File: src/rtl/param_load_ctrl_if.sv
// Host byte stream into the parameter load controller: a plain valid/ready handshake.
// The host drives data and valid. The controller answers with ready.
interface param_load_ctrl_if #(
  parameter int DATA_W = 8
);
  logic [DATA_W-1:0] in_data;
  logic              in_valid;
  logic              in_ready;

  modport master (output in_data, output in_valid, input in_ready);
  modport slave  (input in_data, input in_valid, output in_ready);
endinterface

File: src/rtl/param_load_ctrl.sv
// param_load_ctrl: sequences a byte stream into the neuron parameter shift register.
// The register holds 4 neurons x 6 bytes.
// Each accepted byte becomes a full-chain shift (sel=11) exactly one cycle later.
// Optional feature macro: PARAM_LOAD_CHECKSUM_EN. When it is defined, the controller takes
// one trailing byte after the parameters. That byte must equal the 8-bit sum of the loaded bytes.
module param_load_ctrl #(
  parameter int  NUM_PARAMS     = 24,
  parameter int  DATA_W         = 8,
  parameter int  TIMEOUT_CYCLES = 255,
  localparam int CNT_W          = $clog2(NUM_PARAMS + 1),
  localparam int TMR_W          = $clog2(TIMEOUT_CYCLES + 1)
) (
  input  logic                  clk,
  input  logic                  reset_n,
  input  logic                  start,
  input  logic                  abort,
  param_load_ctrl_if.slave      host,
  output logic [1:0]            sel,
  output logic [DATA_W-1:0]     shift_data,
  output logic                  busy,
  output logic                  params_valid,
  output logic                  load_error,
  output logic [CNT_W-1:0]      load_count
);

  typedef enum logic [1:0] {
    S_IDLE  = 2'd0,
    S_LOAD  = 2'd1,
    S_DONE  = 2'd2
`ifdef PARAM_LOAD_CHECKSUM_EN
    , S_CHECK = 2'd3
`endif
  } state_t;

  state_t             state, state_n;
  logic [CNT_W-1:0]   cnt_n;
  logic [TMR_W-1:0]   timer, tmr_n;
  logic               pv_n, err_n;
  logic               rdy, take;
  logic               shift_vld;
`ifdef PARAM_LOAD_CHECKSUM_EN
  logic [DATA_W-1:0]  sum, sum_n;
`endif

  localparam logic [CNT_W-1:0] LAST_CNT = CNT_W'(NUM_PARAMS - 1);
  localparam logic [TMR_W-1:0] LAST_TMR = TMR_W'(TIMEOUT_CYCLES - 1);

  assign host.in_ready = rdy;
  assign sel           = {2{shift_vld}};
`ifdef PARAM_LOAD_CHECKSUM_EN
  assign busy          = (state == S_LOAD) || (state == S_CHECK);
`else
  assign busy          = (state == S_LOAD);
`endif

  // Next-state, counters, flags and handshake.
  always_comb begin
    state_n = state;
    cnt_n   = load_count;
    tmr_n   = timer;
    pv_n    = params_valid;
    err_n   = load_error;
    rdy     = 1'b0;
    take    = 1'b0;
`ifdef PARAM_LOAD_CHECKSUM_EN
    sum_n   = sum;
`endif
    case (state)
      S_IDLE: begin
        if (start && !abort) begin
          state_n = S_LOAD;
          cnt_n   = '0;
          tmr_n   = '0;
          pv_n    = 1'b0;
          err_n   = 1'b0;
`ifdef PARAM_LOAD_CHECKSUM_EN
          sum_n   = '0;
`endif
        end
      end
      S_LOAD: begin
        rdy = !abort;
        if (abort) begin
          // Cancelling a load is not an error. A shift registered last cycle still drains.
          state_n = S_IDLE;
          pv_n    = 1'b0;
        end else if (host.in_valid) begin
          // An accept always beats a timeout in the same cycle.
          take  = 1'b1;
          cnt_n = load_count + 1'b1;
          tmr_n = '0;
`ifdef PARAM_LOAD_CHECKSUM_EN
          sum_n = sum + host.in_data;
          if (load_count == LAST_CNT) state_n = S_CHECK;
`else
          if (load_count == LAST_CNT) begin
            state_n = S_DONE;
            pv_n    = 1'b1;
          end
`endif
        end else if (timer == LAST_TMR) begin
          state_n = S_IDLE;
          err_n   = 1'b1;
          pv_n    = 1'b0;
        end else begin
          tmr_n = timer + 1'b1;
        end
      end
`ifdef PARAM_LOAD_CHECKSUM_EN
      S_CHECK: begin
        // The checksum byte is consumed but never shifted or counted.
        rdy = !abort;
        if (abort) begin
          state_n = S_IDLE;
          pv_n    = 1'b0;
        end else if (host.in_valid) begin
          tmr_n = '0;
          if (host.in_data == sum) begin
            state_n = S_DONE;
            pv_n    = 1'b1;
          end else begin
            state_n = S_IDLE;
            err_n   = 1'b1;
            pv_n    = 1'b0;
          end
        end else if (timer == LAST_TMR) begin
          state_n = S_IDLE;
          err_n   = 1'b1;
          pv_n    = 1'b0;
        end else begin
          tmr_n = timer + 1'b1;
        end
      end
`endif
      S_DONE:  state_n = S_IDLE;
      default: state_n = S_IDLE;
    endcase
  end

  // State, counters and status flags.
  always_ff @(posedge clk or negedge reset_n) begin
    if (!reset_n) begin
      state        <= S_IDLE;
      load_count   <= '0;
      timer        <= '0;
      params_valid <= 1'b0;
      load_error   <= 1'b0;
`ifdef PARAM_LOAD_CHECKSUM_EN
      sum          <= '0;
`endif
    end else begin
      state        <= state_n;
      load_count   <= cnt_n;
      timer        <= tmr_n;
      params_valid <= pv_n;
      load_error   <= err_n;
`ifdef PARAM_LOAD_CHECKSUM_EN
      sum          <= sum_n;
`endif
    end
  end

  // One-cycle shift stage: an accepted byte drives the register on the following cycle.
  always_ff @(posedge clk or negedge reset_n) begin
    if (!reset_n) begin
      shift_vld  <= 1'b0;
      shift_data <= '0;
    end else begin
      shift_vld <= take;
      if (take) shift_data <= host.in_data;
    end
  end

endmodule

File: src/flat_wrapper.sv
// flat-port wrapper written by rule: the top's interface ports become plain ports
module param_load_ctrl_flat 
#(
  parameter int  NUM_PARAMS     = 24,
  parameter int  DATA_W         = 8,
  parameter int  TIMEOUT_CYCLES = 255,
  localparam int CNT_W          = $clog2(NUM_PARAMS + 1),
  localparam int TMR_W          = $clog2(TIMEOUT_CYCLES + 1)
)
  (clk, reset_n, start, abort, sel, shift_data, busy, params_valid, load_error, load_count, host_in_data, host_in_valid, host_in_ready);
  param_load_ctrl_if #(.DATA_W(DATA_W)) host_i ();
  input  logic clk;
  input  logic reset_n;
  input  logic start;
  input  logic abort;
  output logic [1:0] sel;
  output logic [DATA_W-1:0] shift_data;
  output logic busy;
  output logic params_valid;
  output logic load_error;
  output logic [CNT_W-1:0] load_count;
  input wire logic [$bits(host_i.in_data)-1:0] host_in_data;
  input wire logic [$bits(host_i.in_valid)-1:0] host_in_valid;
  output wire logic [$bits(host_i.in_ready)-1:0] host_in_ready;
  assign host_i.in_data = host_in_data;
  assign host_i.in_valid = host_in_valid;
  assign host_in_ready = host_i.in_ready;
  param_load_ctrl #(.NUM_PARAMS(NUM_PARAMS), .DATA_W(DATA_W), .TIMEOUT_CYCLES(TIMEOUT_CYCLES)) u_core (.clk(clk), .reset_n(reset_n), .start(start), .abort(abort), .host(host_i), .sel(sel), .shift_data(shift_data), .busy(busy), .params_valid(params_valid), .load_error(load_error), .load_count(load_count));
endmodule
File: config.mk
export PLATFORM = sky130hd
export DESIGN_NAME = param_load_ctrl_flat
export DESIGN_NICKNAME = d
export VERILOG_FILES = /design/src/rtl/param_load_ctrl_if.sv /design/src/rtl/param_load_ctrl.sv /design/src/flat_wrapper.sv
export SDC_FILE = /design/constraint.sdc
export NUM_CORES = 1
export LEC_CHECK = 0
export CAP_MARGIN = 20
export CORE_MARGIN = 2
export CORE_UTILIZATION = 40
export CTS_CLUSTER_SIZE = 28
export DETAILED_ROUTE_END_ITERATION = 10
export GPL_TIMING_DRIVEN = 0
export PLACE_DENSITY = 0.67
export SYNTH_ARGS = -nofsm -noshare
export SYNTH_HDL_FRONTEND = slang
export SYNTH_SLANG_ARGS = --single-unit
export TNS_END_PERCENT = 1
File: constraint.sdc
create_clock -name clk -period 2.1 [get_ports clk]
set_input_delay 0.21 -clock clk [delete_from_list [all_inputs] [get_ports clk]]
set_output_delay 0.21 -clock clk [all_outputs]
set_load 0.05 [all_outputs]
[Yosys cells after proc, flatten, opt, wreduce, memory -nomap -nowiden]
Index checks and enable logic that the tools add are counted.
W data, S select, Z words.
Storage, ports and cells
  register bits after elaboration: 26
  bits of input ports: 13
  output and inout port bits: 19
  logic and storage cells: 58
Cells by class
  add/sub/neg operators: 2
  eq/ne operators: 11
  multiplexer cells: 29
  reductions and logical operators: 9
Operators by type and width (count)
  $mux W8: 4
  $pmux W8 S2: 1
  $mux W5: 3
  $mux W1: 12
  $reduce_and A4 Y1: 3
  $mux W2: 5
  $pmux W5 S2: 1
  $add A8 B1 Y8 const B: 1
  $eq A8 B8 Y1 const B: 1
  $ne A2 B1 Y1 const B: 3
  $add A5 B1 Y5 const B: 1
  $eq A5 B5 Y1 const B: 1
  $reduce_and A5 Y1: 1
  $ne A2 B2 Y1 const B: 2
  $ne A4 B2 Y1 const B: 1
  $ne A4 B3 Y1 const B: 1
  $pmux W1 S2: 2
  $pmux W2 S2: 1
  $ne A3 B3 Y1 const B: 1
  $reduce_and A3 Y1: 1
  $eq A2 B1 Y1 const B: 1
  $logic_not A2 Y1: 1
  $reduce_bool A2 Y1: 1
  $logic_and A1 B1 Y1: 1
  $logic_not A1 Y1: 1

[Longest topological paths before layout]
Gate-level depths: netlist (run 1).
  depth after elaboration: 5
  depth in mapped cells: 6
  mapped depth without buffers: 6

[Least setup slack after synthesis (run 1)]
OpenSTA, ideal clock, no wires.
  kind: reg2reg
  start: register u_core.state[1]
  end: register u_core.shift_data[1]
  library setup time: 0.125 ns
  arrival time: 2.599 ns
  required time: 1.975 ns
  slack: -0.624 ns
  stages on the path, launching flop included: 5
  buffers on the path: 1
  period minus slack after synthesis: 2.724 ns
  path through: dfrtp_1 nor3b_1 and2_1 buf_2 mux2_2
Between the ends
  cells in the longest elaborated chain, start to end: 2
RTL lines
  start: declaration: RTL line param_load_ctrl.sv:35  | state_t state, state_n;
  start signal: assignment: RTL line param_load_ctrl.sv:152  | state <= state_n;
  $eq A2 B1 Y1: RTL line param_load_ctrl.sv:68  | case (state)
  $mux W1: RTL line param_load_ctrl.sv:68
  end signal: assignment: RTL line param_load_ctrl.sv:170  | if (take) shift_data <= host.in_data;
  end: declaration: RTL line param_load_ctrl.sv:19  | output logic [DATA_W-1:0] shift_data,
Every way passes these cells.
A chain may end at the register's enable or synchronous reset.

[Worst setup path after layout (run 1)]
  start: register u_core.state[1]
  end: register u_core.timer[6]
Between the ends
  cells in the longest elaborated chain, start to end: 3
  elaborated cells on any way between the ends: 8
  classes of those cells: eq/ne (4); mux (1); reduce/logical (3)
RTL lines
  $eq A2 B1 Y1 / $logic_not A2 Y1 (equally long branches): RTL line param_load_ctrl.sv:68
  $ne A3 B3 Y1 (no line), or another cell as far along
  $reduce_and A4 Y1 (no line)
  end signal: assignment: RTL line param_load_ctrl.sv:154  | timer <= tmr_n;
  end: declaration: RTL line param_load_ctrl.sv:37  | logic [TMR_W-1:0] timer, tmr_n;
Several ways; a longest one is shown, not always the timed one.

==> results_dict.tcl, run 1 <==
set metrics [dict create \
    fin_setup_tns_ns 0 \
    clockBufferDepth 2 \
    insertion_delay_ns 0.32 \
    clock.fmax_mhz 497 \
    vias 1042 \
    drv_slew 0 \
    synth_cell_types 36 \
    path_delay_family "simple AND/OR/NAND/NOR gates" \
    cts_buffers 3 \
    rsz0062_at_grt "no" \
    hold_slack_ns 0.167 \
    globalRouteMet3Util 0.0235 \
    worst-slew-pin-transition_ns 0.740 \
    synth_flop_cell "dfrtp_1" \
    crit_type "flip-flop to flip-flop" \
    critPathMaxStageDelay_ns 0.48 \
    crit_chain "or2_1 -> clkbuf_1 -> or3_1 -> buf_2 -> or4_4 -> o211ai_2" \
    async_flop_share 1.00 \
    io_buffer_count 31 \
    dieHeight_um 60.6 \
    drtAntennaViolNets 0 \
    dp_hpwl_um 2040 \
    maxCapViolCount 0 \
    syn-instance-count 122 \
    h-tree-depth 1 \
    critPathSlowestCell "or4_4" \
    fin_crit_ns 2.01 \
    firstDrtPassIters 4 \
    pwr_density_cell_nw_per_um2 819 \
    coreArea_um2 3050 \
    final_cell_mix "30 x clkdlybuf4s50_1, 25 x dfrtp_1, 12 x nor2_1, 8 x mux2_2" \
    vdd_drop_max_mv 0.664 \
    syn-num-nets 138 \
    diodes 0 \
    synth_area_leaders "dfrtp_1 51%, mux2_2 7.0%, nor2_1 3.5%, ha_1 2.9%, a22o_1 2.7%" \
    top_usage_layer "met2" \
    synth.largest_area_cell "dfrtp_1" \
    dieArea_um2 3670 \
    syn_area_per_cell_um2 10.5 \
    timing.final.crit_share 0.958 \
    overflow 0 \
    tritoncts "yes" \
    endpoint_kind "flip-flop" \
    viasPerCell 5.13 \
    grt_max_degree 21 \
    syn_to_final_growth_pct 34.5 \
    arrival_ns 2.28 \
    final_common_cell "clkdlybuf4s50_1" \
    drive_above_1_share 0.164 \
    finalSetupViolCount 0 \
    cts_root_buf "clkbuf_4" \
    fin_skew_ns 0.0147 \
    syn_area_um2 1280 \
    post-route-drc-count 0 \
    power.total_w 0.00141 \
    synth_edf_count 0 \
    final_util 0.564 \
    crit_fanout 6 \
    antenna_found_initial 0 \
    critPathLaunchType "flip-flop" \
    relSlewSlack 0.506 \
    placed_area_um2 1690 \
    use_met2 0.250 \
    final_cell_area_um2 1720 \
    crit_required_ns 2.36 \
    ios 32 \
    ys_seq_area_frac 0.508 \
    nets 177 \
    hold_viol_final 0 \
    outcome "finished, final reports clean" \
    critPathBufInv 2 \
    grt_pass1_vias 963 \
    grt_pass1_wl_um 4330 \
    ys_ff_latch 26 \
    synth.top_cell.area_share 0.508 \
    gr-usage-met1 0.222 \
    core.rowCount 20 \
    routed_wl_um 2650 \
    leakagePower_nw 0.730 \
    hold_path_class "input port to async pin" \
    yosysWarningCount 0 \
    track_usage 0.160 \
    clk_pin_slew_ns 0.14 \
    wl_per_cell_um 13.1 \
    gp_congestion 0.765 \
    drt-initial-drc-count 28 \
    die_x_um 60.6 \
    initial_utilization 0.420 \
    cts_sinks 26 \
]
[area by class of cell]
| class | instances | area, um^2 |
|---|---|---|
| Fill cell | 289 | 1330 |
| Buffer | 5 | 28.8 |
| Tap cell | 44 | 55.1 |
| Multi-Input combinational cell | 85 | 591 |
| Inverter | 6 | 22.5 |
| Clock buffer | 3 | 22.5 |
| Timing Repair Buffer | 34 | 352 |
| Sequential cell | 26 | 652 |
[cell families after synthesis]
logic type      Yosys count  synth area share
flops                    26             0.508
xor+xnor                  3            0.0205
mux                       8            0.0703
buf+inv                  11            0.0400
fa+ha+maj                 3            0.0293
compound gates           22             0.121
simple gates             49             0.211
[synth_stat cells (all sizes together), types with 2 or more instances]
library cell / n
ha: 3
or3: 3
mux2: 8
nor3: 5
a22o: 4
buf: 4
and3: 2
or2: 2
nor2: 12
nor3b: 2
nand3: 6
o21ai: 4
dfrtp: 26
inv: 6
o211ai: 3
xnor2: 3
a21oi: 5
and2: 2
nor4: 5
nand2: 5
[where the power goes]
part	internal, W	switching (W)
Sequential	0.000571	0.0000552
Clock	0.0000673	0.000142
Combinational	0.000216	0.000358
[state kept, by name (all words and copies together), names as in the netlist]
signal,cells
u_core.load_count,5
u_core.load_error,1
u_core.state,2
u_core.shift_vld,1
u_core.shift_data,8
u_core.timer,8
u_core.params_valid,1
[layer usage]
metal  vias to the layer above  routed length (um)
met5                         -                   0
met4                         0                  39
met3                         5                  75
met2                        14                1270
met1                       505                1270
li1                        518                   -
[metrics by stage]
stage | std cells | setup slack [ns]
2_1_floorplan | 122 | 0.170
6_report | 203 | 0.0872
4_1_cts | 201 | 0.0354
3_5_place_dp | 198 | -0.181
5_1_grt | 203 | 0.00822
3_3_place_gp | 197 | -0.173
[path summary, 6_finish.rpt]
path	endpoint	cells after the start	startpoint	slack, ns
min in group clk	u_core.shift_data[0]	2	host_in_data[0]	0.50
max reg2reg	u_core.timer[6]	6	u_core.state[1]	0.09
max in group asynchronous	u_core.shift_data[0]	2	reset_n	1.48
min	u_core.timer[6]	1	reset_n	0.17
max	u_core.timer[6]	6	u_core.state[1]	0.09
min reg2reg	u_core.load_error	1	u_core.load_error	0.50
[what timing repair did]
action / CTS / global route
resized for setup: 1 / 1
buffers inserted: 0 / 2
hold buffers: 0 / 0
setup endpoints to repair: 1 / 2
gates cloned: 0 / 0
Power figures use the tool's default switching activity.
==> run 2, diff against run 1 <==
--- a/config.mk
+++ b/config.mk
@@ -10,8 +10,9 @@
 export CORE_UTILIZATION = 40
 export CTS_CLUSTER_SIZE = 28
 export DETAILED_ROUTE_END_ITERATION = 10
+export DONT_BUFFER_PORTS = 1
 export GPL_TIMING_DRIVEN = 0
-export PLACE_DENSITY = 0.67
+export REMOVE_ABC_BUFFERS = 1
 export SYNTH_ARGS = -nofsm -noshare
 export SYNTH_HDL_FRONTEND = slang
 export SYNTH_SLANG_ARGS = --single-unit
==> run 2 against run 1 <==
Fmax is 0.83% lower. Power fell by 2.0%. Critical path depth shrank 2. Clock-buffer cell count stayed put. Clock skew shrank 0.0011 ns. Cell count fell by 17%. Combinational power is 72% lower. Global-route usage decreased by 0.30 points. Cell area is 18% lower. Critical path type unchanged. Largest cell class unchanged. Largest power group unchanged. Highest routed layer unchanged.
==> results_dict.tcl, run 2 (same netlist as run 1, synthesis figures left out) <==
set metrics [dict create \
    stdcell_count 168 \
    vias 908 \
    firstDrtPassIters 4 \
    endpoint_kind "flip-flop" \
    leakagePower_nw 0.601 \
    antenna_found_initial 0 \
    reg2reg_depth 4 \
    routed_wl_um 2440 \
    pwr_density_cell_nw_per_um2 982 \
    drt-initial-drc-count 19 \
    worst-slew-pin-transition_ns 0.876 \
    insertion_delay_ns 0.33 \
    overflow 0 \
    critPathMaxStageDelay_ns 0.52 \
    grt_max_degree 27 \
    maxCapViolCount 0 \
    drv_slew 0 \
    crit_chain "or3b_4 -> or3_1 -> or4_4 -> o211ai_2" \
    hold_path_class "input port to flip-flop" \
    wl_per_cell_um 14.5 \
    clockBufferDepth 2 \
    syn_to_final_growth_pct 9.86 \
    die_x_um 60.6 \
    biggestRegsByFlops "u_core.shift_data (8), u_core.timer (8), u_core.load_count (5)" \
    post-route-drc-count 0 \
    dieArea_um2 3670 \
    pre_cts_slack_ns 0.0808 \
    coreArea_um2 3050 \
    critPathLaunchType "flip-flop" \
    h-tree-depth 1 \
    final_cell_area_um2 1410 \
    drtAntennaViolNets 0 \
    final_cell_mix "25 x dfrtp_1, 12 x nor2_1, 8 x mux2_2, 6 x inv_1, 6 x nand3_1" \
    final_common_cell "dfrtp_1" \
    crit_end "u_core.timer[6]" \
    crit_type "flip-flop to flip-flop" \
    vdd_drop_max_mv 0.557 \
    gp_congestion 0.820 \
    arrival_ns 2.30 \
    crit_fanout 8 \
    setup_ws_ns 0.0704 \
    startpoint "u_core.state[1]" \
    clock.fmax_mhz 493 \
    relSlewSlack 0.417 \
    initial_utilization 0.420 \
    placed_area_um2 1320 \
    rrSetupSlack_ns 0.07 \
    drive_above_1_share 0.177 \
    rr_endpoint "u_core.timer[6]" \
    fin_crit_ns 2.03 \
    track_usage 0.157 \
    r2r-start "u_core.state[1]" \
    power.total_w 0.00138 \
    timing.final.crit_share 0.966 \
    crit_required_ns 2.37 \
    critPathSlowestCell "or4_4" \
    viasPerCell 5.40 \
    tritoncts "yes" \
    rsz0062_at_grt "no" \
    nets 141 \
    cts_sinks 26 \
    grt_pass1_vias 960 \
    diodes 0 \
    outcome "finished, final reports clean" \
    grt_pass1_wl_um 4300 \
    core.rowCount 20 \
    cts_buffers 3 \
    io_buffer_count 0 \
    dp_cells 162 \
    cts_root_buf "clkbuf_4" \
    ios 32 \
    clk_pin_slew_ns 0.15 \
    fin_skew_ns 0.0136 \
    hold_viol_final 0 \
    finalSetupViolCount 0 \
    dp_hpwl_um 1770 \
    dieHeight_um 60.6 \
    fin_setup_tns_ns 0 \
]
run 2: cell types whose count changed in the layout (fill, tap and decap cells not counted):
| cell | delta |
|---|---|
| clkdlybuf4s50_1 | -30 |
| buf_4 | -4 |
| buf_2 | -2 |
| buf_12 | +1 |
| buf_16 | -1 |
| buf_6 | +1 |
| bufinv_16 | +1 |
| clkbuf_1 | -1 |
| dlygate4sd2_1 | -1 |
| dlygate4sd3_1 | +1 |
| nor3b_2 | +1 |
| nor3b_4 | -1 |
run 2: per-stage QoR:
step	utilization	hold WS (ns)
final	0.461	0.0283
after floorplan	-	-0.0856
after global placement	0.428	-0.0849
after global routing	0.461	0.00425
after detailed placement	0.434	-0.0850
after CTS	0.461	0.0115
run 2: where the power goes:
group / switching [W] / internal, W
Clock: 0.000152 / 0.000193
Combinational: 0.0000802 / 0.0000810
Sequential: 0.000309 / 0.000567
run 2: worst min-delay path by stage:
stage / slack [ns] / cells after the start / end / startpoint
floorplan: -0.09 / 0 / u_core.load_count[0] / reset_n
global placement: -0.08 / 0 / u_core.load_error / reset_n
detailed placement: -0.09 / 0 / u_core.load_error / reset_n
CTS: 0.01 / 1 / u_core.shift_data[2] / host_in_data[2]
global route: 0.004 / 1 / u_core.shift_data[3] / host_in_data[3]
finish: 0.03 / 1 / u_core.shift_data[2] / host_in_data[2]
run 2: cell type report:
class                      instances  area (um^2)
fill                             311         1650
sequential                        26          652
multi-input combinational         85          584
tap                               44         55.1
timing repair buffer               3         41.3
clock inverter                     1         30.0
clock buffer                       3         22.5
inverter                           6         22.5
run 2: repair_timing:
item / CTS / global route
endpoints found under the setup margin: 0 / 1
setup buffers: 0 / 0
hold buffers: 2 / 0
resized for setup: 0 / 1
hold endpoints to repair: 26 / 0
run 2: critical path: cells and delay by family, from the launching register on:
kind / cells / cell delay, ns
AO/OA/AOI/OAI: 1 / 0.08
flip-flops: 1 / 0.48
AND/OR/NAND/NOR: 3 / 1.40
run 2: layer usage:
layer / part of all wire / GRT usage / vias up
li1: - / - / 446
met1: 0.48 / 0.199 / 433
met2: 0.44 / 0.255 / 27
met3: 0.072 / 0.0597 / 2
met4: 0.0098 / 0.0373 / 0
met5: 0 / 0 / -
==> run 3, diff against run 2 <==
--- a/config.mk
+++ b/config.mk
@@ -8,7 +8,7 @@
 export CAP_MARGIN = 20
 export CORE_MARGIN = 2
 export CORE_UTILIZATION = 40
-export CTS_CLUSTER_SIZE = 28
+export CTS_CLUSTER_SIZE = 30
 export DETAILED_ROUTE_END_ITERATION = 10
 export DONT_BUFFER_PORTS = 1
 export GPL_TIMING_DRIVEN = 0
==> results of run 3 <==
Same layout as run 2: the final DEF is identical, and so are final timing and power.
==> RTL change: new RTL, settings of run 3 <==
Register the output `load_error` once more, with the module's reset; this adds one clock of latency there. The other outputs are not delayed to match.
--- a/src/rtl/param_load_ctrl.sv
+++ b/src/rtl/param_load_ctrl.sv
@@ -32,6 +32,8 @@
 `endif
   } state_t;
 
+  logic load_error_s0;
+
   state_t             state, state_n;
   logic [CNT_W-1:0]   cnt_n;
   logic [TMR_W-1:0]   timer, tmr_n;
@@ -59,7 +61,7 @@
     cnt_n   = load_count;
     tmr_n   = timer;
     pv_n    = params_valid;
-    err_n   = load_error;
+    err_n   = load_error_s0;
     rdy     = 1'b0;
     take    = 1'b0;
 `ifdef PARAM_LOAD_CHECKSUM_EN
@@ -144,7 +146,7 @@
       load_count   <= '0;
       timer        <= '0;
       params_valid <= 1'b0;
-      load_error   <= 1'b0;
+      load_error_s0 <= 1'b0;
 `ifdef PARAM_LOAD_CHECKSUM_EN
       sum          <= '0;
 `endif
@@ -153,7 +155,7 @@
       load_count   <= cnt_n;
       timer        <= tmr_n;
       params_valid <= pv_n;
-      load_error   <= err_n;
+      load_error_s0 <= err_n;
 `ifdef PARAM_LOAD_CHECKSUM_EN
       sum          <= sum_n;
 `endif
@@ -171,5 +173,13 @@
     end
   end
 
+  always_ff @(posedge clk or negedge reset_n) begin
+    if (!reset_n) begin
+      load_error <= '0;
+    end else begin
+      load_error <= load_error_s0;
+    end
+  end
+
 endmodule
 
Check against the original RTL: same outputs for any inputs over 10 cycles, from zero or initial values and one cycle with reset_n low; that may be too few to reach the edited logic, so the function may still have changed.
==> RTL change against run 3 <==
Wire length up 3.7%; non-clock buffer count up 7; global-route usage up 1.3 points; sequential cell count up 1; first-iteration DRC count down 11%; design area up 4.5%; critical path type unchanged; synthesized area about the same; power down 9.8%; worst setup slack better by 0.061 ns.
==> RTL change: results (changes against run 3) <==
WHS Path Cells = 3 (+2)
layout cells sized above 1 = 0.103 (-0.0742)
GP Congestion = 0.855 (+4.3%)
Total GRT Usage = 0.169 (+0.0129)
Post-Synthesis Cells = 115 (-5.7%)
Critical Path Fanout Max = 13 (+5)
fraction of met1 tracks used by global routing = 0.214 (+0.0155)
hpwl dp = 1.78 mm (+0.44%)
Post-Place Cells = 156 (-3.7%)
Placed Area = 0.00132 mm^2 (-0.28%)
sequential element share of the synthesized area = 0.527 (+0.0190)
drt via density = 5.35 (-1.1%)
Worst VDD drop = 0.713 mV (+28%)
status = complete, no violations
Final nets = 143 (+1.4%)
Slowest-stage cell, CP = nor3b_4
Commonest cells post-synth = dfrtp_1, nor2_1, nand3_1
top cells by area, synth = dfrtp_1, mux2_1, ha_1, nand3_1, xnor2_1
Setup Skew = 0.00150 ns (-0.0121 ns)
Leakage = 0.641 nW (+6.6%)
routed via count = 909 (+0.11%)
CP peak stage delay = 0.57 ns (+0.05 ns)
initial DRC count = 17 (-2)
worst hold endpoint = u_core.timer[2]$_DFFE_PN0P_
hold path startpoint = host_in_valid
relative slew slack = 0.416 (about the same)
[RTL change: cell families (layout without fill, tap and decap cells)]
logic type                 Yosys count  after routing  synth area share
muxes                                9              9            0.0780
buffers and inverters                7             18            0.0293
xor gates and xnor gates             4              4            0.0273
and+or+nand+nor                     42             42             0.192
adders and majority gates            3              3            0.0293
DFF                                 27             27             0.527
AOI/OAI and AO/OA                   23             23             0.117
[RTL change: repair_timing]
action	4_1_cts	5_1_grt
gates cloned	0	0
hold endpoints to repair	32	3
endpoints found under the setup margin	13	1
resized for setup	2	1
hold buffers	7	3
[RTL change: through the flow]
stage	utilization	total power, W
after floorplan	-	0.000954
after global placement	0.431	0.000980
after detailed placement	0.432	0.000988
after CTS	0.471	0.00125
after global routing	0.482	0.00131
final	0.482	0.00125
[RTL change: area by class of cell]
| cell class | count | area, um^2 |
|---|---|---|
| Timing Repair Buffer | 10 | 110 |
| Multi-Input combinational cell | 81 | 584 |
| Tap cell | 44 | 55.1 |
| Clock inverter | 1 | 8.76 |
| Inverter | 4 | 15.0 |
| Clock buffer | 3 | 22.5 |
| Sequential cell | 27 | 676 |
| Fill cell | 305 | 1580 |
[RTL change: tightest hold or removal path: stages]
cell and delay (ns):
nor2b_1 0.03, nand3b_1 0.07, o21ai_0 0.09
[RTL change: per-layer routing]
metal / share of wire / up-vias
met1: 0.44 / 450
met2: 0.49 / 18
met5: 0 / -
met4: 0.032 / 0
li1: - / 435
met3: 0.041 / 6
[RTL change: power groups by stage]
stage | clock [W] | sequential [W] | combinational [W]
3_5_place_dp | 0 | 0.000865 | 0.000124
6_report | 0.000241 | 0.000853 | 0.000153
3_3_place_gp | 0 | 0.000861 | 0.000119
4_1_cts | 0.000248 | 0.000854 | 0.000150
5_1_grt | 0.000271 | 0.000862 | 0.000177
2_1_floorplan | 0 | 0.000848 | 0.000105
